[src/rtl/intt_halving_sched.sv]
// ============================================================================
// intt_halving_sched : streams a coefficient bank through a mod-q divide-by-2
//                      unit in place, repeated npass times (2^-k scaling).
// Rev 1.0
// ============================================================================
`default_nettype none

module intt_halving_sched #(
  parameter int LOGQ       = 64,
  parameter int LOGN       = 8,
  parameter int PASS_W     = 6,
  parameter int DELAY_BRAM = 2,
  parameter int DELAY_DIV2 = 1
) (
  input  logic              clk,
  input  logic              rst,
  input  logic              start,
  input  logic [PASS_W-1:0] npass,
  input  logic [LOGQ-1:0]   q,
  output logic              rd_en,
  output logic [LOGN-1:0]   rd_addr,
  input  logic [LOGQ-1:0]   rd_data,
  output logic [LOGQ-1:0]   div_x,
  output logic [LOGQ-1:0]   div_q,
  output logic              div_intt,
  input  logic [LOGQ-1:0]   div_y,
  output logic              wr_en,
  output logic [LOGN-1:0]   wr_addr,
  output logic [LOGQ-1:0]   wr_data,
  output logic              busy,
  output logic              done
);

  localparam int              c_L         = DELAY_BRAM + DELAY_DIV2;
  localparam logic [LOGN-1:0] c_ADDR_LAST = '1;

  typedef enum logic [1:0] {
    S_IDLE  = 2'd0,
    S_READ  = 2'd1,
    S_DRAIN = 2'd2,
    S_FIN   = 2'd3
  } state_t;

  state_t              state_q;
  logic [LOGN-1:0]     raddr_q;
  logic [PASS_W-1:0]   pass_q;
  logic [PASS_W-1:0]   npass_q;
  logic [LOGQ-1:0]     qmod_q;
  logic                rd_en_q;
  logic                busy_q;
  logic                done_q;
  logic [c_L-1:0]      vld_q;
  logic [LOGN-1:0]     addr_q [c_L];

  logic [PASS_W-1:0]   pass_d;
  logic                w_wr_last;

  assign pass_d    = pass_q + 1'b1;
  assign w_wr_last = vld_q[c_L-1] && (addr_q[c_L-1] == c_ADDR_LAST);

  // Read valid and address travel together so each write lands on the address it was read from.
  always_ff @(posedge clk) begin
    if (rst) begin
      vld_q <= '0;
      for (int i = 0; i < c_L; i++) addr_q[i] <= '0;
    end else begin
      vld_q[0]  <= rd_en_q;
      addr_q[0] <= raddr_q;
      for (int i = 1; i < c_L; i++) begin
        vld_q[i]  <= vld_q[i-1];
        addr_q[i] <= addr_q[i-1];
      end
    end
  end

  always_ff @(posedge clk) begin
    if (rst) begin
      state_q <= S_IDLE;
      raddr_q <= '0;
      pass_q  <= '0;
      npass_q <= '0;
      qmod_q  <= '0;
      rd_en_q <= 1'b0;
      busy_q  <= 1'b0;
      done_q  <= 1'b0;
    end else begin
      done_q <= 1'b0;
      case (state_q)
        S_IDLE: begin
          if (start) begin
            npass_q <= npass;
            qmod_q  <= q;
            pass_q  <= '0;
            raddr_q <= '0;
            if (npass == '0) begin
              state_q <= S_FIN;
              done_q  <= 1'b1;
            end else begin
              state_q <= S_READ;
              rd_en_q <= 1'b1;
              busy_q  <= 1'b1;
            end
          end
        end
        S_READ: begin
          // Address wraps to 0 after N-1, ready for the next pass.
          raddr_q <= raddr_q + 1'b1;
          if (raddr_q == c_ADDR_LAST) begin
            rd_en_q <= 1'b0;
            state_q <= S_DRAIN;
          end
        end
        S_DRAIN: begin
          if (w_wr_last) begin
            pass_q <= pass_d;
            if (pass_d < npass_q) begin
              state_q <= S_READ;
              rd_en_q <= 1'b1;
            end else begin
              state_q <= S_FIN;
              busy_q  <= 1'b0;
              done_q  <= 1'b1;
            end
          end
        end
        default: state_q <= S_IDLE;
      endcase
    end
  end

  assign rd_en    = rd_en_q;
  assign rd_addr  = raddr_q;
  assign div_x    = rd_data;
  assign div_q    = qmod_q;
  assign div_intt = vld_q[DELAY_BRAM-1];
  assign wr_en    = vld_q[c_L-1];
  assign wr_addr  = addr_q[c_L-1];
  assign wr_data  = div_y;
  assign busy     = busy_q;
  assign done     = done_q;

endmodule

`default_nettype wire

[config.mk]
export PLATFORM = sky130hd
export DESIGN_NAME = intt_halving_sched
export DESIGN_NICKNAME = d
export VERILOG_FILES = /design/src/rtl/intt_halving_sched.sv
export SDC_FILE = /design/constraint.sdc
export NUM_CORES = 1
export LEC_CHECK = 0
export CELL_PAD_IN_SITES_DETAIL_PLACEMENT = 1
export CELL_PAD_IN_SITES_GLOBAL_PLACEMENT = 2
export CORE_UTILIZATION = 18
export CTS_CLUSTER_DIAMETER = 200
export DETAILED_ROUTE_END_ITERATION = 8
export GPL_TIMING_DRIVEN = 1
export PLACE_DENSITY_LB_ADDON = 0.1
export SYNTH_ARGS = -nofsm -noshare
export SYNTH_HDL_FRONTEND = slang
export SYNTH_SLANG_ARGS = --single-unit
[constraint.sdc]
create_clock -name clk -period 5.9 [get_ports clk]
set_clock_uncertainty 0.15 [all_clocks]
set_input_delay 1.18 -clock clk [delete_from_list [all_inputs] [get_ports clk]]
set_output_delay 1.18 -clock clk [all_outputs]
set_load 0.01 [all_outputs]
==> flow_metrics.py, run 1 <==
metrics = {
    "run_status": {
        "status": "finished clean",
    },
    "clocking": {
        "cts_made_buffers": 17,
        "clk_pin_slew_ns": 0.07,
        "htree_levels": 4,
        "cts_tree": "done",
        "cts_hold_buffers": 0,
        "cts_resized": 0,
        "clock_path_buffers": 2,
        "clk_latency_ns": 0.41,
        "cts_sinks": 116,
        "clock-root-buffer": "clkbuf_16",
        "postCtsSetupRepairBufs": 0,
    },
    "routing": {
        "drcViolationCount": 0,
        "drtIter0Drc": 104,
        "firstDrtPassIters": 4,
        "via_per_inst": 3.94,
        "antenna_left": 0,
        "wirelength_um": 16700,
        "routedWlPerCell_um": 15.8,
        "vias": 4146,
    },
    "logic_synthesis": {
        "async_flop_share_pct": 0,
        "yosysMostFrequentCell": "nand2_1",
        "synth.top_cell.area_share_pct": 43.7,
        "syn_area_um2": 5310,
        "synth_common_cells": "nand2_1 (148), buf_4 (137), dfxtp_1 (116)",
        "synth_fa_ha_area_share_pct": 1.65,
        "synth_simple_gate_area_share_pct": 20.3,
        "syn_inst": 646,
        "syn_area_per_cell_um2": 8.22,
        "synth_top_family_by_area": "buffers and inverters",
        "ys_types": 49,
        "synth_edf_count": 0,
        "yosysSeqAreaShare_pct": 43.7,
        "synthesis.nets": 854,
        "synth_top_area_cell": "dfxtp_1",
        "muxShareOfSynthArea_pct": 0.212,
        "ys_seq_elements": 116,
        "synth-xor-area-share_pct": 0.330,
        "ys.warnings.count": 0,
        "synth_ff_type": "dfxtp_1",
        "synth.area.top_cells": "dfxtp_1 (44%), buf_4 (19%), nand2_1 (10%)",
        "synth-compound-area-share_pct": 11.4,
    },
    "grt": {
        "grt.busiest_layer": "met2",
        "overflow": 0,
        "grt_usage_pct": 11.1,
        "grt_max_degree": 81,
        "grt_pass1_vias": 4379,
        "grt_antenna_before_repair": 0,
        "use_met2_pct": 19.4,
        "grt_use_met1_pct": 11.9,
        "grt_pass1_wl_um": 25600,
        "grtUsageMet3_pct": 3.82,
    },
    "power_and_ir_drop": {
        "power.leakage_nw": 2.43,
        "finalPower_mw": 2.15,
        "ir_drop_mv": 0.161,
        "p_per_area_nw_per_um2": 315,
    },
    "placed_design": {
        "gp_congestion": 0.677,
        "placed_cells": 1020,
        "place_hpwl_um": 11500,
        "port_buffers": 157,
    },
    "timing": {
        "final_hold_viol_count": 0,
        "setup_tns_ns": 0,
        "setup_viol": 0,
        "tightestPinTransition_ns": 1.14,
        "rsz0062_at_grt": "false",
        "max_freq_mhz": 317,
        "slew_viol_final": 0,
        "whs_ns": 0.286,
        "relSlewSlack_pct": 23.9,
        "min_period_ns": 3.16,
        "post-route-period-util_pct": 53.5,
    },
    "cells_and_area": {
        "final_layout_size_suffix_gt1_share_pct": 7.19,
        "seq_area_um2": 2320,
        "area_growth_pct": 28.1,
        "multi_input_area_um2": 1810,
        "nFillCells": 3384,
        "fin_nets": 863,
        "fin_cells": 1052,
        "insertedDiodeCount": 0,
    },
    "worst_setup_path": {
        "max_stage_delay_ns": 0.90,
        "cp.depth": 5,
        "path_max_fanout": 32,
        "startpoint_type": "input port",
        "critPathSlowestCell": "nor3b_2",
        "crit_path_end_kind": "flip-flop",
        "required_ns": 6.08,
        "arrival_ns": 3.34,
        "path_delay_family": "simple AND/OR/NAND/NOR gates",
        "r2r_cells": 8,
        "cp_num_buf_inv": 2,
        "crit_chain": "clkdlybuf4s50_1 -> nor3b_2 -> buf_4 -> nand2_1 -> a21oi_1",
        "criticalPathCategory": "in2reg",
    },
    "floorplanning": {
        "boundaryPins": 414,
        "die_h_um": 174,
        "core_area_um2": 28900,
        "rows": 62,
        "design.die.area_um2": 30200,
        "die_w_um": 174,
        "start_util_pct": 18.4,
    },
    "hold_path": {
        "hold_path.class": "reg2reg",
        "holdPathStages": 1,
    },
    "flow_run": {
        "cap_violations": 0,
    },
}
-- logic make-up after synthesis --
kind of cell,count (synthesis)
multiplexers,1
buffers and inverters,175
AND/OR/NAND/NOR,235
adder cells (fa/ha/maj),7
XOR/XNOR,2
AO/OA/AOI/OAI,110
flip-flops,116
-- power by group --
group	internal [mW]	total, mW	switching [mW]
Sequential	0.822	0.847	0.0252
Combinational	0.130	0.258	0.128
Clock	0.597	1.04	0.444
Total	1.55	2.15	0.597
-- area by class of cell --
| type | instances | share of cell area (%) |
|---|---|---|
| clock inverters | 15 | 2.28 |
| flip-flops and latches | 116 | 34.1 |
| well taps | 384 | 7.06 |
| multi-input cells | 355 | 26.6 |
| repair buffers | 160 | 23.4 |
| inverters | 5 | 0.276 |
| clock buffers | 17 | 6.25 |
-- cells in the final DEF (no fill, tap or decap), drive strengths merged, types with 4 or more instances in the layout --
cell	netlist	final
dfxtp	116	116
inv	5	15
nand4	4	4
o21ai	4	4
nand3	12	12
nor2b	31	31
a21oi	88	88
buf	148	4
clkdlybuf4s50	0	156
nor2	15	15
clkbuf	22	17
ha	7	7
nand2	148	148
-- path summary, 6_finish.rpt --
path / startpoint / end / slack, ns
worst max-delay path: start / div_q[58] / 2.74
worst min-delay path: addr_q[0][15] / addr_q[0][23] / 0.29
worst min register to register: addr_q[0][15] / addr_q[0][23] / 0.29
worst max register to register: pass_q[2] / done / 3.36
-- registers in the layout, summed over array words and instances (netlist names), 2 cells and up --
register	flops
addr_q	24
div_q	64
rd_addr	8
state_q	2
vld_q	3
pass_q	6
npass_q	6
-- worst reg2reg max path: stages, from the launching register on --
cell      delay (ns)
dfxtp_1         0.40
nand3_2         0.12
and2_1          0.18
or2_2           0.30
ha_1            0.30
a21o_1          0.17
a221oi_1        0.43
a21oi_1         0.18
o21a_1          0.21
-- metal layers --
metal | routed length (µm) | vias to the layer above
met4 | 398 | 0
met2 | 8370 | 149
met5 | 0 | -
li1 | - | 1988
met1 | 6730 | 1963
met3 | 1160 | 46
-- stage by stage --
step                      utilization [%]  area [µm²]  worst slack [ns]
final                                23.6        6800              2.74
after floorplan                         -        5310              3.27
after CTS                            23.6        6800              2.66
after global placement               21.6        6220              2.29
after global routing                 23.6        6800              2.49
after detailed placement             21.6        6220              2.19
Power figures use the tool's default switching activity.
==> inputs of run 2 (changes only) <==
--- a/config.mk
+++ b/config.mk
@@ -7,7 +7,7 @@
 export LEC_CHECK = 0
 export CELL_PAD_IN_SITES_DETAIL_PLACEMENT = 1
 export CELL_PAD_IN_SITES_GLOBAL_PLACEMENT = 2
-export CORE_UTILIZATION = 18
+export CORE_UTILIZATION = 15
 export CTS_CLUSTER_DIAMETER = 200
 export DETAILED_ROUTE_END_ITERATION = 8
 export GPL_TIMING_DRIVEN = 1
==> constraint.sdc (replaced) <==
create_clock -name clk -period 2.7 [get_ports clk]
set_clock_uncertainty 0.15 [all_clocks]
set_input_delay 0.54 -clock clk [delete_from_list [all_inputs] [get_ports clk]]
set_output_delay 0.54 -clock clk [all_outputs]
set_load 0.01 [all_outputs]
==> run 2 against run 1 <==
Compared with the run above:
- final area rose by 3.0%
- combinational power rose by 130%
- worst hold slack improved by 0.0032 ns
- utilization fell by 3.4 points
- flip-flop and latch count did not move
- cell count rose by 7.8%
- sequential power rose by 120%
- total power rose by 120%
- via count barely moved
- sequential share of layout area fell by 1.0 points
- count of clock-buffer cells in the layout did not move
==> flow_metrics.py, run 2 (synthesized netlist as in run 1, its figures left out) <==
metrics = {
    "run_status": {
        "status": "finished clean",
    },
    "floorplanning": {
        "die_w_um": 190,
        "design.die.area_um2": 36100,
        "core_area_um2": 34700,
        "rows": 68,
        "die_h_um": 190,
        "boundaryPins": 414,
        "start_util_pct": 15.3,
    },
    "timing": {
        "relSlewSlack_pct": 56.0,
        "post-route-period-util_pct": 89.4,
        "setup_tns_ns": 0,
        "final_hold_viol_count": 0,
        "min_period_ns": 2.41,
        "setup_viol": 0,
        "max_freq_mhz": 414,
        "setup_slack_ns": 0.285,
        "slew_viol_final": 0,
        "tightestPinTransition_ns": 0.655,
        "rsz0062_at_grt": "false",
        "whs_ns": 0.289,
    },
    "clocking": {
        "cts_sinks": 116,
        "htree_levels": 4,
        "postCtsSetupRepairBufs": 0,
        "cts_made_buffers": 17,
        "cts_resized": 0,
        "cts_tree": "done",
        "clk_latency_ns": 0.43,
        "clk_pin_slew_ns": 0.06,
        "cts_hold_buffers": 0,
        "clock_path_buffers": 2,
        "clock-root-buffer": "clkbuf_16",
    },
    "routing": {
        "via_per_inst": 3.65,
        "drcViolationCount": 0,
        "antenna_left": 0,
        "drtIter0Drc": 89,
        "vias": 4143,
        "routedWlPerCell_um": 14.9,
        "wirelength_um": 16900,
        "firstDrtPassIters": 4,
    },
    "cells_and_area": {
        "largest_reg_flops": 64,
        "final_cell_mix": "clkdlybuf4s50_1 (156), nand2_1 (148), dfxtp_1 (116)",
        "fin_cells": 1134,
        "insertedDiodeCount": 0,
        "area_growth_pct": 32.0,
        "finish.instance_area_um2": 7010,
        "nFillCells": 4043,
        "fin_nets": 874,
        "final_layout_size_suffix_gt1_share_pct": 8.69,
        "post-route-util_pct": 20.2,
        "final_common_cell": "clkdlybuf4s50_1",
    },
    "placed_design": {
        "pre_cts_slack_ns": 0.222,
        "place_hpwl_um": 11700,
        "port_buffers": 157,
        "dpl_cell_area_um2": 6430,
        "placed_cells": 1102,
        "gp_congestion": 0.676,
    },
    "grt": {
        "overflow": 0,
        "grt_pass1_vias": 4435,
        "grt_antenna_before_repair": 0,
        "grt_pass1_wl_um": 25900,
        "grt_usage_pct": 9.50,
        "grt_max_degree": 46,
    },
    "worst_setup_path": {
        "criticalPathCategory": "reg2reg",
        "path_max_fanout": 5,
        "r2r_cells": 9,
        "arrival_ns": 2.59,
        "crit_path_end_kind": "flip-flop",
        "required_ns": 2.87,
        "startpoint_type": "flip-flop",
    },
    "power_and_ir_drop": {
        "ir_drop_mv": 0.384,
        "power.leakage_nw": 2.50,
        "p_per_area_nw_per_um2": 665,
        "finalPower_mw": 4.66,
    },
    "hold_path": {
        "hold_path.class": "reg2reg",
        "holdPathStages": 1,
    },
    "flow_run": {
        "cap_violations": 0,
    },
}
-- run 2: cell count changes in the layout (fill, tap and decap cells not counted), sizes merged --
cell    delta
inv        -7
buf       +11
clkinv     +7
-- run 2: area by class of cell --
| class | count | area, µm² | share of cell area (%) |
|---|---|---|---|
| well taps | 455 | 569 | 8.12 |
| clock buffers | 17 | 425 | 6.07 |
| repair buffers | 171 | 1710 | 24.4 |
| inverters | 5 | 18.8 | 0.268 |
| clock inverters | 15 | 153 | 2.18 |
| multi-input cells | 355 | 1810 | 25.8 |
| flip-flops and latches | 116 | 2320 | 33.1 |
-- run 2: final timing paths --
| check | slack, ns | end | start |
|---|---|---|---|
| setup / recovery | 0.29 | done | pass_q[0] |
| hold / removal | 0.29 | vld_q[1] | vld_q[0] |
| hold reg to reg | 0.29 | vld_q[1] | vld_q[0] |
| setup reg to reg | 0.29 | done | pass_q[0] |
-- run 2: worst max-delay path, stage by stage, from the launching register on --
cell and delay (ns):
dfxtp_1 0.39, nand3_2 0.11, and2_1 0.18, or2_2 0.29
ha_1 0.30, a21o_1 0.16, a221oi_1 0.26, buf_4 0.17
a21oi_1 0.09, o21a_1 0.21
-- run 2: routing by layer --
| metal | vias to the layer above | GRT usage (%) | share of wire [%] |
|---|---|---|---|
| li1 | 2008 | - | - |
| met1 | 1937 | 10.3 | 41 |
| met2 | 160 | 15.4 | 47 |
| met3 | 38 | 4.22 | 9.3 |
| met4 | 0 | 5.29 | 2.1 |
| met5 | - | 0 | 0 |
-- run 2: power by group --
| group | internal, mW | switching, mW | total [mW] |
|---|---|---|---|
| Clock | 1.29 | 0.934 | 2.22 |
| Combinational | 0.306 | 0.290 | 0.595 |
| Sequential | 1.80 | 0.0503 | 1.85 |
